### config.mk
export PLATFORM = sky130hd
export DESIGN_NAME = pitch_detect
export DESIGN_NICKNAME = d
export VERILOG_FILES = /design/src/rtl/pitch_detect.sv
export SDC_FILE = /design/constraint.sdc
export NUM_CORES = 1
export LEC_CHECK = 0
export BUFFER_PORTS_ARGS = -buffer_cell sky130_fd_sc_hd__buf_2
export CORE_AREA = 2 2 161 163
export CTS_CLUSTER_SIZE = 25
export DETAILED_ROUTE_END_ITERATION = 10
export DIE_AREA = 0 0 163 165
export REMOVE_ABC_BUFFERS = 1
export SETUP_SLACK_MARGIN = 0.2
export SLEW_MARGIN = 30
export SYNTH_ARGS = -nofsm -noshare
export SYNTH_HDL_FRONTEND = slang
export SYNTH_SLANG_ARGS = --single-unit
### constraint.sdc
create_clock -name clk -period 11.7 [get_ports clk]
set_input_delay 2.34 -clock clk [delete_from_list [all_inputs] [get_ports clk]]
set_output_delay 2.34 -clock clk [all_outputs]
set_load 0.05 [all_outputs]
### src/rtl/pitch_detect.sv
// Nearest-note pitch classifier: scans 48 equal-tempered candidates (C3..B6) one per cycle.
// Optional PITCH_DETECT_EARLY_EXIT_EN stops the scan once candidate distances start growing.
module pitch_detect #(
    parameter int MIN_HZ = 127,
    parameter int MAX_HZ = 2033
) (
    input  logic        clk,
    input  logic        rst_n,
    input  logic [19:0] freq,
    input  logic        in_valid,
    output logic        in_ready,
    output logic [3:0]  note,
    output logic [1:0]  octave,
    output logic        isValid,
    output logic        out_valid,
    input  logic        out_ready
);

    typedef enum logic [1:0] {
        IDLE,
        SEARCH,
        DONE
    } state_t;

    localparam logic [19:0] MIN_F = 20'(MIN_HZ);
    localparam logic [19:0] MAX_F = 20'(MAX_HZ);

    state_t      r_state;
    logic [19:0] r_freq;
    logic [3:0]  r_noteIdx;
    logic [1:0]  r_octIdx;
    logic [26:0] r_bestDist;
    logic [3:0]  r_bestNote;
    logic [1:0]  r_bestOct;
    logic        r_searchDone;

    logic [14:0] w_base;
    logic [26:0] w_cand;
    logic [26:0] w_freq100;
    logic [26:0] w_dist;
    logic        w_last;
    logic        w_stop;
    logic        w_inRange;

    // Octave-3 note frequencies scaled by 100; higher octaves are left shifts.
    always_comb begin
        w_base = 15'd0;
        case (r_noteIdx)
            4'd0:    w_base = 15'd13081;
            4'd1:    w_base = 15'd13859;
            4'd2:    w_base = 15'd14683;
            4'd3:    w_base = 15'd15556;
            4'd4:    w_base = 15'd16481;
            4'd5:    w_base = 15'd17461;
            4'd6:    w_base = 15'd18500;
            4'd7:    w_base = 15'd19600;
            4'd8:    w_base = 15'd20765;
            4'd9:    w_base = 15'd22000;
            4'd10:   w_base = 15'd23308;
            4'd11:   w_base = 15'd24694;
            default: w_base = 15'd0;
        endcase
    end

    assign w_cand    = 27'(w_base) << r_octIdx;
    assign w_freq100 = 27'(r_freq) * 27'd100;
    assign w_dist    = (w_freq100 >= w_cand) ? (w_freq100 - w_cand) : (w_cand - w_freq100);
    assign w_last    = (r_noteIdx == 4'd11) && (r_octIdx == 2'd3);
    assign w_inRange = (r_freq >= MIN_F) && (r_freq <= MAX_F);

`ifdef PITCH_DETECT_EARLY_EXIT_EN
    // Candidates rise monotonically, so a growing distance means the minimum is behind us.
    assign w_stop = w_last || (w_dist > r_bestDist);
`else
    assign w_stop = w_last;
`endif

    always_ff @(posedge clk or negedge rst_n) begin
        if (!rst_n) begin
            r_state      <= IDLE;
            r_freq       <= 20'd0;
            r_noteIdx    <= 4'd0;
            r_octIdx     <= 2'd0;
            r_bestDist   <= '1;
            r_bestNote   <= 4'd0;
            r_bestOct    <= 2'd0;
            r_searchDone <= 1'b0;
            in_ready     <= 1'b1;
            out_valid    <= 1'b0;
            note         <= 4'd0;
            octave       <= 2'd0;
            isValid      <= 1'b0;
        end else begin
            case (r_state)
                IDLE: begin
                    if (in_valid) begin
                        r_freq       <= freq;
                        r_noteIdx    <= 4'd0;
                        r_octIdx     <= 2'd0;
                        r_bestDist   <= '1;
                        r_bestNote   <= 4'd0;
                        r_bestOct    <= 2'd0;
                        r_searchDone <= 1'b0;
                        in_ready     <= 1'b0;
                        r_state      <= SEARCH;
                    end
                end
                SEARCH: begin
                    // One extra cycle after the last evaluation publishes the registered result.
                    if (r_searchDone) begin
                        r_state   <= DONE;
                        out_valid <= 1'b1;
                        note      <= w_inRange ? r_bestNote : 4'd0;
                        octave    <= w_inRange ? r_bestOct : 2'd0;
                        isValid   <= w_inRange;
                    end else begin
                        if (w_dist < r_bestDist) begin
                            r_bestDist <= w_dist;
                            r_bestNote <= r_noteIdx;
                            r_bestOct  <= r_octIdx;
                        end
                        if (w_stop) begin
                            r_searchDone <= 1'b1;
                        end else if (r_noteIdx == 4'd11) begin
                            r_noteIdx <= 4'd0;
                            r_octIdx  <= r_octIdx + 2'd1;
                        end else begin
                            r_noteIdx <= r_noteIdx + 4'd1;
                        end
                    end
                end
                DONE: begin
                    if (out_ready) begin
                        out_valid <= 1'b0;
                        in_ready  <= 1'b1;
                        r_state   <= IDLE;
                    end
                end
                default: begin
                    r_state   <= IDLE;
                    in_ready  <= 1'b1;
                    out_valid <= 1'b0;
                end
            endcase
        end
    end

endmodule
==> flow_summary.toml, run 1 <==
[setup_path]
r2r_slack_ps = 3290
critical_path_arrival_ps = 8680
critPathMostFrequentCell = "inv_1"
critPathMaxStageDelay_ps = 630
cp_max_fo = 56
endpoint_kind = "flip-flop"
r2r-end = "r_bestDist[11]$_DFFE_PN1P_"
criticalPathCategory = "reg2reg"
slowest_stage = "or4_4"
r2r_cells = 38
cp-start-kind = "flip-flop"
required_ps = 11970
r2r-start = "r_freq[7]$_DFFE_PN0P_"

[routing]
drt_iter0_drc = 484
viasPerCell = 5.138
firstDrtPassIters = 5
wl_per_cell_um = 14.71
final_antenna_net_count = 0
routed_wl_um = 20900
drc = 0
vias = 7301

[grt]
grt_pass1_wl_um = 35100
grt_max_degree = 72
first_global_vias = 6903
grtUsageTotal_pct = 16.24
overflow = 0
grt_antenna_before_repair = 0

[die]
die_w_um = 163
die_area_mm2 = 0.02690
io-pin-count = 33
die_height_um = 165
initial_utilization_pct = 34.53
core_area_mm2 = 0.02504
rows = 58

[yosys]
syn_area_mm2 = 0.008646
yosysSeqAreaShare_pct = 20.96
synth_cell_types = 65
synth_top_area_share_pct = 21.56
syn_area_per_cell_um2 = 7.983
yosysWarnings = 0
synth_top_cell_by_area = "ha_1"
synth_flop_cell = "dfrtp_1"
syn_inst = 1083
synth.area.top_cells = "ha_1 22%, dfrtp_1 12%, dfstp_2 8.5%"
synth_seq_cells = 71
ys_async_sr_fraction_pct = 100.0
synth-edff-count = 0

[cts]
cts_tree = "built"
cts_hold_buf = 0
cts_buffers = 9
cts_max_level = 3
clock_latency_ps = 360
cts_root_buffer = "clkbuf_16"
clock_path_buffers = 2
cts_resized = 0
clkSinkCount = 71
path_clk_slew_ps = 70
cts_setup_buffers = 0

[placement]
gp_congestion = 0.8968
dp_hpwl_um = 16680
portBuffers = 32

[min_path]
holdPathStages = 1
hp-start = "isValid$_DFFE_PN0P_"
worstHoldEndpoint = "isValid$_DFFE_PN0P_"
hp-class = "reg2reg"

[timing]
clock_skew_ps = 15.62
setup_tns_ps = 0
setup_violations = 0
maxSlewViolCount = 0
maxSlewHeadroom_pct = 40.47
min_period_ps = 8408
max_freq_ghz = 0.1189
finalCritPeriodShare_pct = 71.87
hold_viol = 0
worstMarginPinSlew_ps = 885.0
rsz0062_at_grt = "no"

[cells_and_area]
nFillCells = 2606
diodes = 0
final_common_cell = "inv_1"
seq_area_mm2 = 0.001813
layout.nets = 1275
multi_input_area_mm2 = 0.006027
mostFrequentLayoutCells = "167 x inv_1, 149 x ha_1, 94 x nand2_1, 84 x o21ai_0, 72 x nor2_1"
drive_above_1_share_pct = 10.17
area_growth_pct = 8.654

[job]
max_cap_viol_count = 0

[outcome]
status = "finished clean"
final cells by class:
cell class | instances | share of cell area [%]
Clock buffer | 9 | 2.397
Clock inverter | 7 | 0.7326
Inverter | 168 | 6.713
Multi-Input combinational cell | 800 | 64.16
Sequential cell | 71 | 19.30
Tap cell | 330 | 4.395
Timing Repair Buffer | 36 | 2.304
logic make-up after synthesis:
| kind of cell | after synthesis | share of synthesized area [%] |
|---|---|---|
| simple gates | 271 | 14.67 |
| xor+xnor | 37 | 3.748 |
| flops | 71 | 20.96 |
| mux | 38 | 4.602 |
| fa+ha+maj | 165 | 25.27 |
| compound gates | 289 | 21.17 |
| buf+inv | 212 | 9.580 |
Yosys cell counts, drive strengths merged, types with 3 or more instances:
cell and n:
a22o 6, o21ai 86, nor4 6, o31ai 6
a2111oi 5, nand3 21, a21boi 3, nand2b 12
or2 3, dfrtp 43, buf 8, nor2 73
ha 149, o22a 10, a31oi 28, nor2b 6
inv 168, o21a 14, xnor2 17, nand3b 3
and2 4, a211o 4, a211oi 9, and3 7
xor2 20, o211ai 7, a21o 22, clkbuf 36
or3 6, fa 16, dfstp 28, nand2 94
a21oi 69, mux2i 24, nor3 11, nand4 14
mux2 14
sequential cells by signal (all words and copies together), names as in the netlist:
name / flops
in_ready: 1
isValid: 1
note: 4
octave: 2
out_valid: 1
r_bestDist: 27
r_bestNote: 4
r_bestOct: 2
r_freq: 20
r_noteIdx: 4
r_octIdx: 2
r_searchDone: 1
r_state: 2
per-stage QoR:
stage / area (um2) / setup WS, ps / utilization (%) / hold WS (ps) / cells
final: 9394 / 3292 / 37.52 / 476.2 / 1421
after global routing: 9394 / 2485 / 37.52 / 498.7 / 1421
after CTS: 9361 / 3303 / 37.39 / 479.9 / 1420
after detailed placement: 9067 / 3332 / 36.22 / 462.4 / 1404
after global placement: 9067 / 3433 / 36.22 / 453.3 / 1404
after floorplan: 8448 / 2057 / - / 466.0 / 1039
worst max-delay path by stage:
stage                                startpoint                         end  slack (ps)  cells past startpoint
after floorplan           r_freq[3]$_DFFE_PN0P_  r_bestDist[19]$_DFFE_PN1P_        2060                     33
after global placement    r_freq[7]$_DFFE_PN0P_    r_bestOct[0]$_DFFE_PN0P_        3430                     38
after detailed placement  r_freq[7]$_DFFE_PN0P_  r_bestDist[11]$_DFFE_PN1P_        3330                     38
after CTS                 r_freq[7]$_DFFE_PN0P_  r_bestDist[11]$_DFFE_PN1P_        3300                     38
after global routing      r_freq[3]$_DFFE_PN0P_  r_bestDist[11]$_DFFE_PN1P_        2480                     36
final                     r_freq[7]$_DFFE_PN0P_  r_bestDist[11]$_DFFE_PN1P_        3290                     38
metal layers:
metal  up-vias  wire length (um)  track usage (%)
met4         0               345            4.948
met3        21               562            1.482
met1      3414             10250            22.06
met2       120              9743            27.39
met5         -                 0                0
li1       3746                 -                -
critical path: cells and delay by family, from the launching register on:
family,cells,cell delay (ps)
buffers and inverters,7,920
multiplexers,1,240
flip-flops,1,390
AO/OA/AOI/OAI,12,2580
XOR/XNOR,2,490
AND/OR/NAND/NOR,10,1550
adder cells (fa/ha/maj),6,2120
Power of run 1 is left out: the tool's default activity adds up to more than one toggle a clock period on the data nets, which glitch-free logic cannot reach.
==> inputs of run 2 (changes only) <==
ABC_AREA = 1   (was default)
CORE_AREA = 2 2 170 172   (was 2 2 161 163)
DIE_AREA = 0 0 172 174   (was 0 0 163 165)
clock period = 7.8 ns   (was 11.7 ns; I/O delays follow)
==> run 2 against run 1 <==
Global-route usage barely moved. Sequential share of layout area fell by 2.0 points. Via count rose by 17%. Synthesized cell count rose by 31%. Clock skew fell by 2.4 ps. Die area rose by 11%. Maximum frequency rose by 21%. Non-clock buffer count rose by 3. Critical path type unchanged.
==> flow_summary.toml, run 2 <==
[cts]
clock_path_buffers = 2
clkSinkCount = 71
cts_root_buffer = "clkbuf_16"
cts_tree = "built"
cts_max_level = 3
cts_buffers = 9
clock_latency_ps = 360
path_clk_slew_ps = 70
cts_hold_buf = 0

[die]
die_w_um = 172
die_area_mm2 = 0.02993
die_height_um = 174
rows = 62
initial_utilization_pct = 34.18
io-pin-count = 33
core_area_mm2 = 0.02824

[routing]
viasPerCell = 4.674
vias = 8539
firstDrtPassIters = 5
routed_wl_um = 23260
wl_per_cell_um = 12.73
drc = 0
final_antenna_net_count = 0
drt_iter0_drc = 425

[min_path]
hp-class = "reg2reg"
hp-start = "in_ready$_DFFE_PN1P_"
holdPathStages = 2
worstHoldEndpoint = "in_ready$_DFFE_PN1P_"

[setup_path]
critPathMaxStageDelay_ps = 490
r2r-end = "r_bestDist[26]$_DFFE_PN1P_"
criticalPathCategory = "reg2reg"
slowest_stage = "fa_1"
critical_path_arrival_ps = 7230
critPathMostFrequentCell = "nand2_1"
endpoint_kind = "flip-flop"
r2r_cells = 38
cp_max_fo = 23
cp-start-kind = "flip-flop"
r2r_slack_ps = 840
required_ps = 8080
r2r-start = "r_freq[9]$_DFFE_PN0P_"

[cells_and_area]
reg_top3 = "r_bestDist (27), r_freq (20)"
drive_above_1_share_pct = 13.72
area_growth_pct = 8.660
diodes = 0
layout.nets = 1627
final_cells = 1827
mostFrequentLayoutCells = "330 x nand2_1, 280 x inv_1, 149 x ha_1, 81 x nor2_1, 81 x a21oi_1"
final_common_cell = "nand2_1"
top_register = "r_bestDist"
largest_reg_flops = 27

[yosys]
synth_cell_types = 53
synth_top_area_share_pct = 19.32
ys_async_sr_fraction_pct = 100.0
syn_area_mm2 = 0.009652
synth.area.top_cells = "ha_1 19%, nand2_1 13%, dfrtp_1 11%"
synth_top_cell_by_area = "ha_1"
synth.most_common_cell = "nand2_1"
synth_common_cells = "330 x nand2_1, 281 x inv_1, 149 x ha_1, 81 x a21oi_1, 81 x nor2_1"
yosysWarnings = 0
yosysSeqAreaShare_pct = 18.77
synth_seq_cells = 71
synth-edff-count = 0
syn_inst = 1418
syn_area_per_cell_um2 = 6.807
synth_flop_cell = "dfrtp_1"

[timing]
setup_tns_ps = 0
rsz0062_at_grt = "yes"
hold_slack_ps = 474.8
maxSlewViolCount = 0
clock_skew_ps = 13.23
maxSlewHeadroom_pct = 46.85
setup_violations = 0
max_freq_ghz = 0.1437
min_period_ps = 6959
finalCritPeriodShare_pct = 89.22
worstMarginPinSlew_ps = 788.9
hold_viol = 0

[grt]
grt_pass1_wl_um = 39390
first_global_vias = 8139
grt_antenna_before_repair = 0
overflow = 0
grtUsageTotal_pct = 16.22
grt_max_degree = 72

[job]
max_cap_viol_count = 0

[outcome]
status = "finished clean"

[placement]
post-place-cells = 1806
portBuffers = 32
dp_hpwl_um = 19320
gp_congestion = 0.8881
run 2: changes by cell type after synthesis, sizes merged, moves of 16 or more:
| cell | delta |
|---|---|
| a21o | -20 |
| a21oi | +27 |
| a31oi | -26 |
| clkbuf | -18 |
| inv | +124 |
| mux2i | -23 |
| nand2 | +283 |
| nand3 | +69 |
| nor2 | +16 |
run 2: final cells by class:
class	count	area (um2)
well taps	384	480.5
clock inverters	7	56.30
flip-flops and latches	71	1812
repair buffers	39	229.0
inverters	294	1106
clock buffers	9	225.2
fillers	3144	17750
multi-input cells	1023	6579
run 2: worst max-delay path by stage:
stage / slack [ps] / endpoint / cells past startpoint / from
after global placement: 670 / r_bestDist[23]$_DFFE_PN1P_ / 34 / r_freq[2]$_DFFE_PN0P_
after detailed placement: 620 / r_bestDist[26]$_DFFE_PN1P_ / 34 / r_freq[2]$_DFFE_PN0P_
after global routing: 200 / r_bestDist[18]$_DFFE_PN1P_ / 38 / r_freq[7]$_DFFE_PN0P_
after floorplan: 1670 / r_bestDist[10]$_DFFE_PN1P_ / 37 / r_freq[6]$_DFFE_PN0P_
after CTS: 590 / r_bestDist[26]$_DFFE_PN1P_ / 37 / r_freq[7]$_DFFE_PN0P_
final: 840 / r_bestDist[26]$_DFFE_PN1P_ / 38 / r_freq[9]$_DFFE_PN0P_
run 2: worst max-delay path, delay by kind of cell (launching register included):
| kind | cells | cell delay [ps] |
|---|---|---|
| buf+inv | 9 | 1060 |
| xor+xnor | 1 | 190 |
| compound gates | 3 | 550 |
| fa+ha+maj | 6 | 2090 |
| simple gates | 19 | 2560 |
| flops | 1 | 400 |
run 2: through the flow:
stage          utilization, %  setup slack (ps)  area, um2
2_1_floorplan               -              1667       9484
3_3_place_gp            35.94             668.7      10150
3_5_place_dp            35.94             616.5      10150
4_1_cts                 36.93             588.9      10430
5_1_grt                 37.14             195.2      10490
6_report                37.14             841.0      10490
run 2: cell families (layout without fill, tap and decap cells):
logic type	after synthesis	count (layout)	share of synthesized area [%]
AO/OA/AOI/OAI	217	217	12.78
XOR/XNOR	42	42	3.811
adder cells (fa/ha/maj)	165	165	22.63
buffers and inverters	325	349	13.17
flip-flops	71	71	18.77
multiplexers	1	1	0.1037
AND/OR/NAND/NOR	597	598	28.73
run 2: timing repair:
action | 4_1_cts | 5_1_grt
resized for setup | 0 | 3
buffers inserted | 0 | 4
endpoints found under the setup margin | 0 | 26
run 2: routing by layer:
layer  track usage, %  wire length (um)  part of all wire (%)
met3            1.412               643                   2.8
met2            28.01             11200                    48
met1            21.63             11050                    48
met4            4.272               372                   1.6
met5                0                 0                     0
Power of run 2 is left out for the same reason.
